$ cat src/rtl/icb_arb_pkg.sv
// ---------------------------------------------------------------------------
// icb_arb_pkg
// Shared types and default sizes for the IFU/LSU ICB arbiter.
//   owner_e      : owner ID carried with each outstanding command
//                  (OWN_IFU = 0, OWN_LSU = 1)
//   ICB_*_DEF    : default address/data width and outstanding depth
// ---------------------------------------------------------------------------
package icb_arb_pkg;

   typedef enum logic {
      OWN_IFU = 1'b0,
      OWN_LSU = 1'b1
   } owner_e;

   localparam int ICB_AW_DEF   = 64;
   localparam int ICB_DW_DEF   = 64;
   localparam int ICB_OUTS_DEF = 4;

endpackage

$ cat src/rtl/icb_arb_owner_fifo.sv
// ---------------------------------------------------------------------------
// icb_arb_owner_fifo
// Records the owner of every accepted command, oldest first.
//   clk, rst     : clock, synchronous active-high reset
//   push         : append push_owner (ignored when full)
//   push_owner   : owner of the command being accepted
//   pop          : drop the head entry (ignored when empty)
//   head_owner   : owner of the oldest outstanding command
//   count        : number of outstanding entries (0..DEPTH)
//   empty, full  : status flags derived from count
// DEPTH must be a power of two so the pointers wrap for free.
// ---------------------------------------------------------------------------
module icb_arb_owner_fifo
   import icb_arb_pkg::*;
#(
   parameter  int DEPTH = ICB_OUTS_DEF,
   localparam int PW    = $clog2(DEPTH),
   localparam int CW    = PW + 1
) (
   input  logic          clk,
   input  logic          rst,
   input  logic          push,
   input  owner_e        push_owner,
   input  logic          pop,
   output owner_e        head_owner,
   output logic [CW-1:0] count,
   output logic          empty,
   output logic          full
);

   // Entries are tiny and the head must be visible in the same cycle as the
   // memory response, so storage is a distributed array read asynchronously.
   owner_e        entry_reg [DEPTH];
   logic [PW-1:0] wr_ptr_reg;
   logic [PW-1:0] rd_ptr_reg;
   logic [CW-1:0] count_reg;

   logic push_ok;
   logic pop_ok;

   assign empty   = (count_reg == '0);
   assign full    = (count_reg == CW'(DEPTH));
   assign push_ok = push & ~full;
   assign pop_ok  = pop & ~empty;

   assign head_owner = entry_reg[rd_ptr_reg];
   assign count      = count_reg;

   always_ff @(posedge clk) begin
      if (push_ok) begin
         entry_reg[wr_ptr_reg] <= push_owner;
      end
   end

   always_ff @(posedge clk) begin
      if (rst) begin
         wr_ptr_reg <= '0;
         rd_ptr_reg <= '0;
         count_reg  <= '0;
      end else begin
         if (push_ok) begin
            wr_ptr_reg <= wr_ptr_reg + PW'(1);
         end
         if (pop_ok) begin
            rd_ptr_reg <= rd_ptr_reg + PW'(1);
         end
         // Simultaneous push and pop leaves the count unchanged.
         case ({push_ok, pop_ok})
            2'b10:   count_reg <= count_reg + CW'(1);
            2'b01:   count_reg <= count_reg - CW'(1);
            default: count_reg <= count_reg;
         endcase
      end
   end

endmodule

$ cat src/rtl/icb_fetch_lsu_arb.sv
// ---------------------------------------------------------------------------
// icb_fetch_lsu_arb
// 2:1 ICB arbiter sharing one memory port between the IFU and the LSU.
// Commands are granted combinationally; the owner of every accepted command
// is queued so responses are routed back to the right requester, in order.
//
// Ports:
//   clk, rst                     : clock, synchronous active-high reset
//   ifu_cmd_*  / ifu_rsp_*       : fetch command / response (IFU always ready)
//   lsu_cmd_*  / lsu_rsp_*       : load/store command / response
//   mem_cmd_*  / mem_rsp_*       : shared memory-side ICB port
//   arb_outs_cnt                 : number of outstanding commands
//   arb_orphan_err               : sticky, response seen with nothing pending
//
// Build option:
//   ICB_ARB_RR_EN defined   -> round-robin between simultaneous requesters
//                              (LSU wins the first tie after reset)
//   ICB_ARB_RR_EN undefined -> fixed priority, LSU over IFU
// ---------------------------------------------------------------------------
module icb_fetch_lsu_arb
   import icb_arb_pkg::*;
#(
   parameter  int AW         = ICB_AW_DEF,
   parameter  int DW         = ICB_DW_DEF,
   parameter  int OUTS_DEPTH = ICB_OUTS_DEF,
   localparam int CW         = $clog2(OUTS_DEPTH) + 1
) (
   input  logic            clk,
   input  logic            rst,

   input  logic            ifu_cmd_valid,
   output logic            ifu_cmd_ready,
   input  logic [AW-1:0]   ifu_cmd_addr,
   output logic            ifu_rsp_valid,
   output logic [DW-1:0]   ifu_rsp_rdata,
   output logic            ifu_rsp_err,

   input  logic            lsu_cmd_valid,
   output logic            lsu_cmd_ready,
   input  logic [AW-1:0]   lsu_cmd_addr,
   input  logic            lsu_cmd_read,
   input  logic [DW-1:0]   lsu_cmd_wdata,
   input  logic [DW/8-1:0] lsu_cmd_wmask,
   output logic            lsu_rsp_valid,
   input  logic            lsu_rsp_ready,
   output logic [DW-1:0]   lsu_rsp_rdata,
   output logic            lsu_rsp_err,

   output logic            mem_cmd_valid,
   input  logic            mem_cmd_ready,
   output logic [AW-1:0]   mem_cmd_addr,
   output logic            mem_cmd_read,
   output logic [DW-1:0]   mem_cmd_wdata,
   output logic [DW/8-1:0] mem_cmd_wmask,
   input  logic            mem_rsp_valid,
   output logic            mem_rsp_ready,
   input  logic [DW-1:0]   mem_rsp_rdata,
   input  logic            mem_rsp_err,

   output logic [CW-1:0]   arb_outs_cnt,
   output logic            arb_orphan_err
);

   // ------------------------------------------------------------------
   // Owner FIFO
   // ------------------------------------------------------------------
   owner_e head_owner;
   logic   fifo_empty;
   logic   cmd_full;
   logic   cmd_accept;
   logic   rsp_pop;
   owner_e gnt_owner;

   icb_arb_owner_fifo #(
      .DEPTH      (OUTS_DEPTH)
   ) u_owner_fifo (
      .clk        (clk),
      .rst        (rst),
      .push       (cmd_accept),
      .push_owner (gnt_owner),
      .pop        (rsp_pop),
      .head_owner (head_owner),
      .count      (arb_outs_cnt),
      .empty      (fifo_empty),
      .full       (cmd_full)
   );

   // ------------------------------------------------------------------
   // Grant selection
   // ------------------------------------------------------------------
   logic   lock_reg;
   owner_e grant_reg;
   owner_e arb_owner;
   logic   lock_hold;

`ifdef ICB_ARB_RR_EN
   owner_e last_reg;

   always_comb begin
      arb_owner = OWN_IFU;
      if (ifu_cmd_valid && lsu_cmd_valid) begin
         // Tie goes to whoever was not served last.
         arb_owner = (last_reg == OWN_LSU) ? OWN_IFU : OWN_LSU;
      end else if (lsu_cmd_valid) begin
         arb_owner = OWN_LSU;
      end
   end

   always_ff @(posedge clk) begin
      if (rst) begin
         last_reg <= OWN_IFU;
      end else if (cmd_accept) begin
         last_reg <= gnt_owner;
      end
   end
`else
   always_comb begin
      arb_owner = lsu_cmd_valid ? OWN_LSU : OWN_IFU;
   end
`endif

   // A command presented but stalled by memory keeps its grant for as long
   // as its requester keeps valid high, so a presented request is never
   // swapped out from under the memory side.
   assign lock_hold = lock_reg &&
                      ((grant_reg == OWN_LSU) ? lsu_cmd_valid : ifu_cmd_valid);
   assign gnt_owner = lock_hold ? grant_reg : arb_owner;

   always_ff @(posedge clk) begin
      if (rst) begin
         lock_reg  <= 1'b0;
         grant_reg <= OWN_IFU;
      end else begin
         lock_reg  <= mem_cmd_valid & ~mem_cmd_ready;
         grant_reg <= gnt_owner;
      end
   end

   // ------------------------------------------------------------------
   // Command path
   // ------------------------------------------------------------------
   assign mem_cmd_valid = ~cmd_full & (ifu_cmd_valid | lsu_cmd_valid);
   assign cmd_accept    = mem_cmd_valid & mem_cmd_ready;

   always_comb begin
      mem_cmd_addr  = ifu_cmd_addr;
      mem_cmd_read  = 1'b1;
      mem_cmd_wdata = '0;
      mem_cmd_wmask = '1;
      if (gnt_owner == OWN_LSU) begin
         mem_cmd_addr  = lsu_cmd_addr;
         mem_cmd_read  = lsu_cmd_read;
         mem_cmd_wdata = lsu_cmd_wdata;
         mem_cmd_wmask = lsu_cmd_wmask;
      end
   end

   assign ifu_cmd_ready = (gnt_owner == OWN_IFU) & ifu_cmd_valid &
                          mem_cmd_ready & ~cmd_full;
   assign lsu_cmd_ready = (gnt_owner == OWN_LSU) & lsu_cmd_valid &
                          mem_cmd_ready & ~cmd_full;

   // ------------------------------------------------------------------
   // Response path
   // ------------------------------------------------------------------
   always_comb begin
      ifu_rsp_valid = 1'b0;
      lsu_rsp_valid = 1'b0;
      mem_rsp_ready = 1'b1;    // empty FIFO: swallow orphan responses
      if (!fifo_empty) begin
         if (head_owner == OWN_LSU) begin
            lsu_rsp_valid = mem_rsp_valid;
            mem_rsp_ready = lsu_rsp_ready;
         end else begin
            ifu_rsp_valid = mem_rsp_valid;
         end
      end
   end

   assign rsp_pop       = mem_rsp_valid & mem_rsp_ready & ~fifo_empty;
   assign ifu_rsp_rdata = mem_rsp_rdata;
   assign ifu_rsp_err   = mem_rsp_err;
   assign lsu_rsp_rdata = mem_rsp_rdata;
   assign lsu_rsp_err   = mem_rsp_err;

   always_ff @(posedge clk) begin
      if (rst) begin
         arb_orphan_err <= 1'b0;
      end else if (mem_rsp_valid && fifo_empty) begin
         arb_orphan_err <= 1'b1;
      end
   end

endmodule
$ cat config.mk
export PLATFORM = sky130hd
export DESIGN_NAME = icb_fetch_lsu_arb
export DESIGN_NICKNAME = d
export VERILOG_FILES = /design/src/rtl/icb_arb_pkg.sv /design/src/rtl/icb_arb_owner_fifo.sv /design/src/rtl/icb_fetch_lsu_arb.sv
export SDC_FILE = /design/constraint.sdc
export NUM_CORES = 1
export LEC_CHECK = 0
export BUFFER_PORTS_ARGS = -buffer_cell sky130_fd_sc_hd__buf_2
export CORE_AREA = 2 2 214 216
export CTS_BUF_LIST = sky130_fd_sc_hd__clkbuf_16
export CTS_CLUSTER_DIAMETER = 60
export CTS_CLUSTER_SIZE = 25
export DETAILED_ROUTE_END_ITERATION = 12
export DIE_AREA = 0 0 216 218
export PLACE_DENSITY_LB_ADDON = 0.3
export SLEW_MARGIN = 5
export SYNTH_ARGS = -nofsm -noshare
export SYNTH_HDL_FRONTEND = slang
export SYNTH_SLANG_ARGS = --single-unit
$ cat constraint.sdc
create_clock -name clk -period 2.82 [get_ports clk]
set_input_delay 0.423 -clock clk [delete_from_list [all_inputs] [get_ports clk]]
set_output_delay 0.423 -clock clk [all_outputs]
set_load 0.005 [all_outputs]
==> metrics.md <==
| Metric | Value |
|---|---|
| Number of vias per cell after detailed routing | `2.743` |
| I/O Pins | `550` |
| Worst-case clock buffer depth | `2` |
| Synth warn | `0` |
| Insertion delay of the later-clocked pin in the worst-skew pair | `between 200 and 250 ps` |
| Max-cap violations | `0` |
| Per-cell routed wire length | `~10 um` |
| Prevailing post-synth register cell | `sky130_fd_sc_hd__dfxtp_1` |
| Global-route total usage across every layer | `0.04302` |
| Combinational family with the most area after synthesis | `buffers and inverters` |
| Post-synthesis instance area | `0.003193 mm^2` |
| Setup crit end kind | `register` |
| TritonCTS buffer count | `3` |
| Startpoint-to-endpoint class of the critical path | `register to register` |
| Max Fanout on Critical Path | `8` |
| Final slew viol count | `0` |
| Data required time at the worst endpoint | `around 3000 ps` |
| Max transition margin | `0.4477` |
| CTS tree | `done` |
| Ratio of cells with drive above 1 in the final layout | `0.7291` |
| Final weighted congestion of routability-driven global placement | `0.6873` |
| Gate count after technology mapping | `between 300 and 400` |
| Growth of design area from synthesis to finish | `49.37%` |
| Fraction of registers with async set or reset after synthesis | `0` |
| Kind of path behind the tightest hold check | `input port to register` |
| Setup total negative slack | `0 ps` |
| Initial DRC count | `a little under 80` |
| Post-CTS repair timing setup buffer count | `0` |
| Number of distinct standard cells referenced by the synthesized netlist | `34` |
| Most common library cell in the layout ignoring fill and taps | `sky130_fd_sc_hd__buf_2` |
| Share of the synthesized netlist area taken by xor and xnor gates | `0.005486` |
| Largest net degree at the start of global routing | `83` |
| Pre-antenna DRT Iters | `4` |
| DRC violation count after routing | `0` |
| Cell type with the highest occurrence count on the critical path | `sky130_fd_sc_hd__a21oi_1` |
| Synthesized area per cell | `between 8 and 9 um^2` |
| Vias in the first global route | `2855` |
| Number of antenna violations at the first check in global routing | `0` |
| Min Tclk post-route | `2367 ps` |
| Sw Pwr | `between 0.5 and 0.6 mW` |
| Multiplexer share of the synthesized area | `0.2680` |
| Width of the die | `around 220 um` |
| Post-route insts no fill | `roughly 1200` |
| Total internal power | `0.9636 mW` |
| Synth Area in Simple Gates | `0.2112` |
| Quantity of I/O buffers inserted on ports | `354` |
| Flip-flop and latch count after synthesis | `16` |
| Sequential share of the synthesized area | `0.1129` |
| Number of vias in the routed layout | `about 3300` |
| HPWL after detailed placement | `roughly 11000 um` |
| Vertical extent of the die | `218 um` |
| RSZ-0062 raised after global routing | `no` |
| Number of enable flip-flop cells after synthesis | `4` |
| CP max stage cell | `sky130_fd_sc_hd__mux4_2` |
| Area of the core | `between 0.04 and 0.05 mm^2` |
| Max IR drop VDD | `~0.17 mV` |
| Clk sink count | `16` |
| Sw Share | `0.3575` |
| CTS clock-pin slew for the worst setup and hold paths | `~50 ps` |
| Number of standard-cell rows in the floorplan | `slightly below 80` |
| Final #Nets | `~870` |
| CTS resizes | `0` |
| Overflow after GRT | `0` |
| Leakage power summed over all cells | `2.412 nW` |
| Proportion of power drawn by the clock network | `0.187` |
| Adder-Cell Fraction of Synth Area | `0.02586` |
| Result of the run | `completed` |
| Delay of the slowest cell on the worst path | `between 500 and 600 ps` |
| Final period utilization | `0.8394` |
| Count of endpoints failing setup in the final report | `0` |
| Post-synthesis compound-gate area fraction | `0.02861` |
| Number of H-tree levels | `1` |
| First-pass GRT wire length | `between 15000 and 20000 um` |
| Utilization of the core after routing | `0.1062` |
| Startpoint type of the worst setup path | `register` |
| Die Area | `~0.047 mm^2` |
| Sequential Power Share | `0.235` |
| Total instance count after detailed placement | `~1200` |
| Number of hold buffers added after cts | `0` |
| Commonest cells after routing, fill and taps aside | `sky130_fd_sc_hd__buf_2 (354), sky130_fd_sc_hd__and2_1 (68), sky130_fd_sc_hd__mux2_4 (30)` |
| Number of endpoints with negative hold slack in the final report | `0` |
| Synth Net Count | `650` |
| Root buffer cell | `sky130_fd_sc_hd__clkbuf_16` |
| Sequence of cells on the critical path | `mux4_2 > a21oi_1 > ha_1 > inv_1 > fa_1 > xor2_1 > or3_1 > a21oi_1` |
| Starting density of the core | `0.07113` |
| Critical Path AT | `about 2500 ps` |
| Number of routed nets with antenna violations | `0` |
| Total Wirelength | `around 12000 um` |
| Transition at the pin with the smallest max-transition slack | `~830 ps` |
| Maximum clock frequency | `0.4224 GHz` |
| Power density cells | `approximately 310 mW/mm^2` |
| Proportion of power drawn by combinational gates | `0.579` |
| Post-route clock skew | `1.726 ps` |
-- power groups by stage --
stage | Clock (mW) | Sequential, mW | Combinational (mW)
after detailed placement | 0 | 0.359 | 0.872
after global routing | 0.299 | 0.363 | 0.950
after global placement | 0 | 0.357 | 0.875
after floorplan | 0 | 0.343 | 0.623
final | 0.280 | 0.352 | 0.868
after CTS | 0.286 | 0.354 | 0.877
-- cell usage after synthesis (all sizes together) (2+ instances only) --
master | n | area share
a21oi | 7 | 0.011
a311o | 2 | 0.0063
and2 | 68 | 0.13
buf | 138 | 0.33
clkbuf | 8 | 0.0094
dfxtp | 12 | 0.075
edfxtp | 4 | 0.038
ha | 5 | 0.020
inv | 9 | 0.011
mux2 | 64 | 0.26
nand2 | 3 | 0.0035
nand2b | 9 | 0.018
nand3 | 4 | 0.0063
nand4 | 4 | 0.0078
nor2 | 10 | 0.012
nor2b | 2 | 0.0039
nor3 | 3 | 0.0047
nor3b | 2 | 0.0047
o21ai | 2 | 0.0043
o31ai | 3 | 0.0071
or2 | 2 | 0.0039
or3 | 2 | 0.0039
or3b | 2 | 0.0055
xor2 | 2 | 0.0055
-- worst max-delay path, delay by kind of cell, from the launching register on --
family                   cells  cell delay, ps
adder cells (fa/ha/maj)      2             570
AO/OA/AOI/OAI                2             300
buffers and inverters        1              60
multiplexers                 1             590
AND/OR/NAND/NOR              1             300
flip-flops                   1             330
XOR/XNOR                     1             150
-- cells by family (layout without fill, tap and decap cells) --
kind of cell	after synthesis	in the layout
other cells	0	3
flops	16	16
xor+xnor	2	2
fa+ha+maj	6	6
buf+inv	155	371
mux	65	65
simple gates	113	113
compound gates	14	14
-- metal layers --
layer | vias to the layer above | wire length (um) | global-route usage
met2 | 341 | 5747 | 0.07278
li1 | 1513 | - | -
met3 | 18 | 2164 | 0.02845
met1 | 1392 | 4027 | 0.04299
met5 | - | 0 | 0
met4 | 0 | 269 | 0.01301
-- final timing paths --
| kind | startpoint | end | cells past startpoint | slack, ps |
|---|---|---|---|---|
| setup / recovery | register | u_owner_fifo.count[2] | 8 | 450 |
| hold / removal | mem_cmd_ready | lock_reg | 2 | 410 |
| setup reg to reg | register | u_owner_fifo.count[2] | 8 | 450 |
| hold reg to reg | arb_orphan_err | arb_orphan_err | 2 | 490 |
-- cell type report --
cell class | instances | area, um^2
Antenna cell | 3 | 7.507
Clock buffer | 3 | 75.07
Clock inverter | 1 | 3.754
Fill cell | 5234 | 40120
Inverter | 9 | 36.28
Multi-Input combinational cell | 200 | 1722
Sequential cell | 16 | 360.3
Tap cell | 600 | 750.7
Timing Repair Buffer | 358 | 1814
-- per-stage QoR --
stage / worst slack [ps] / instance area (um^2) / hold slack, ps / total power [mW]
after floorplan: 528.8 / 3193 / 460.4 / 0.9661
after global placement: 447.6 / 4683 / 451.4 / 1.233
after detailed placement: 429.7 / 4683 / 471.8 / 1.231
after CTS: 438.0 / 4762 / 410.8 / 1.518
after global routing: 338.3 / 4762 / 433.3 / 1.611
final: 452.8 / 4770 / 413.2 / 1.500
Note: power is estimated with default switching activity, not from simulation.
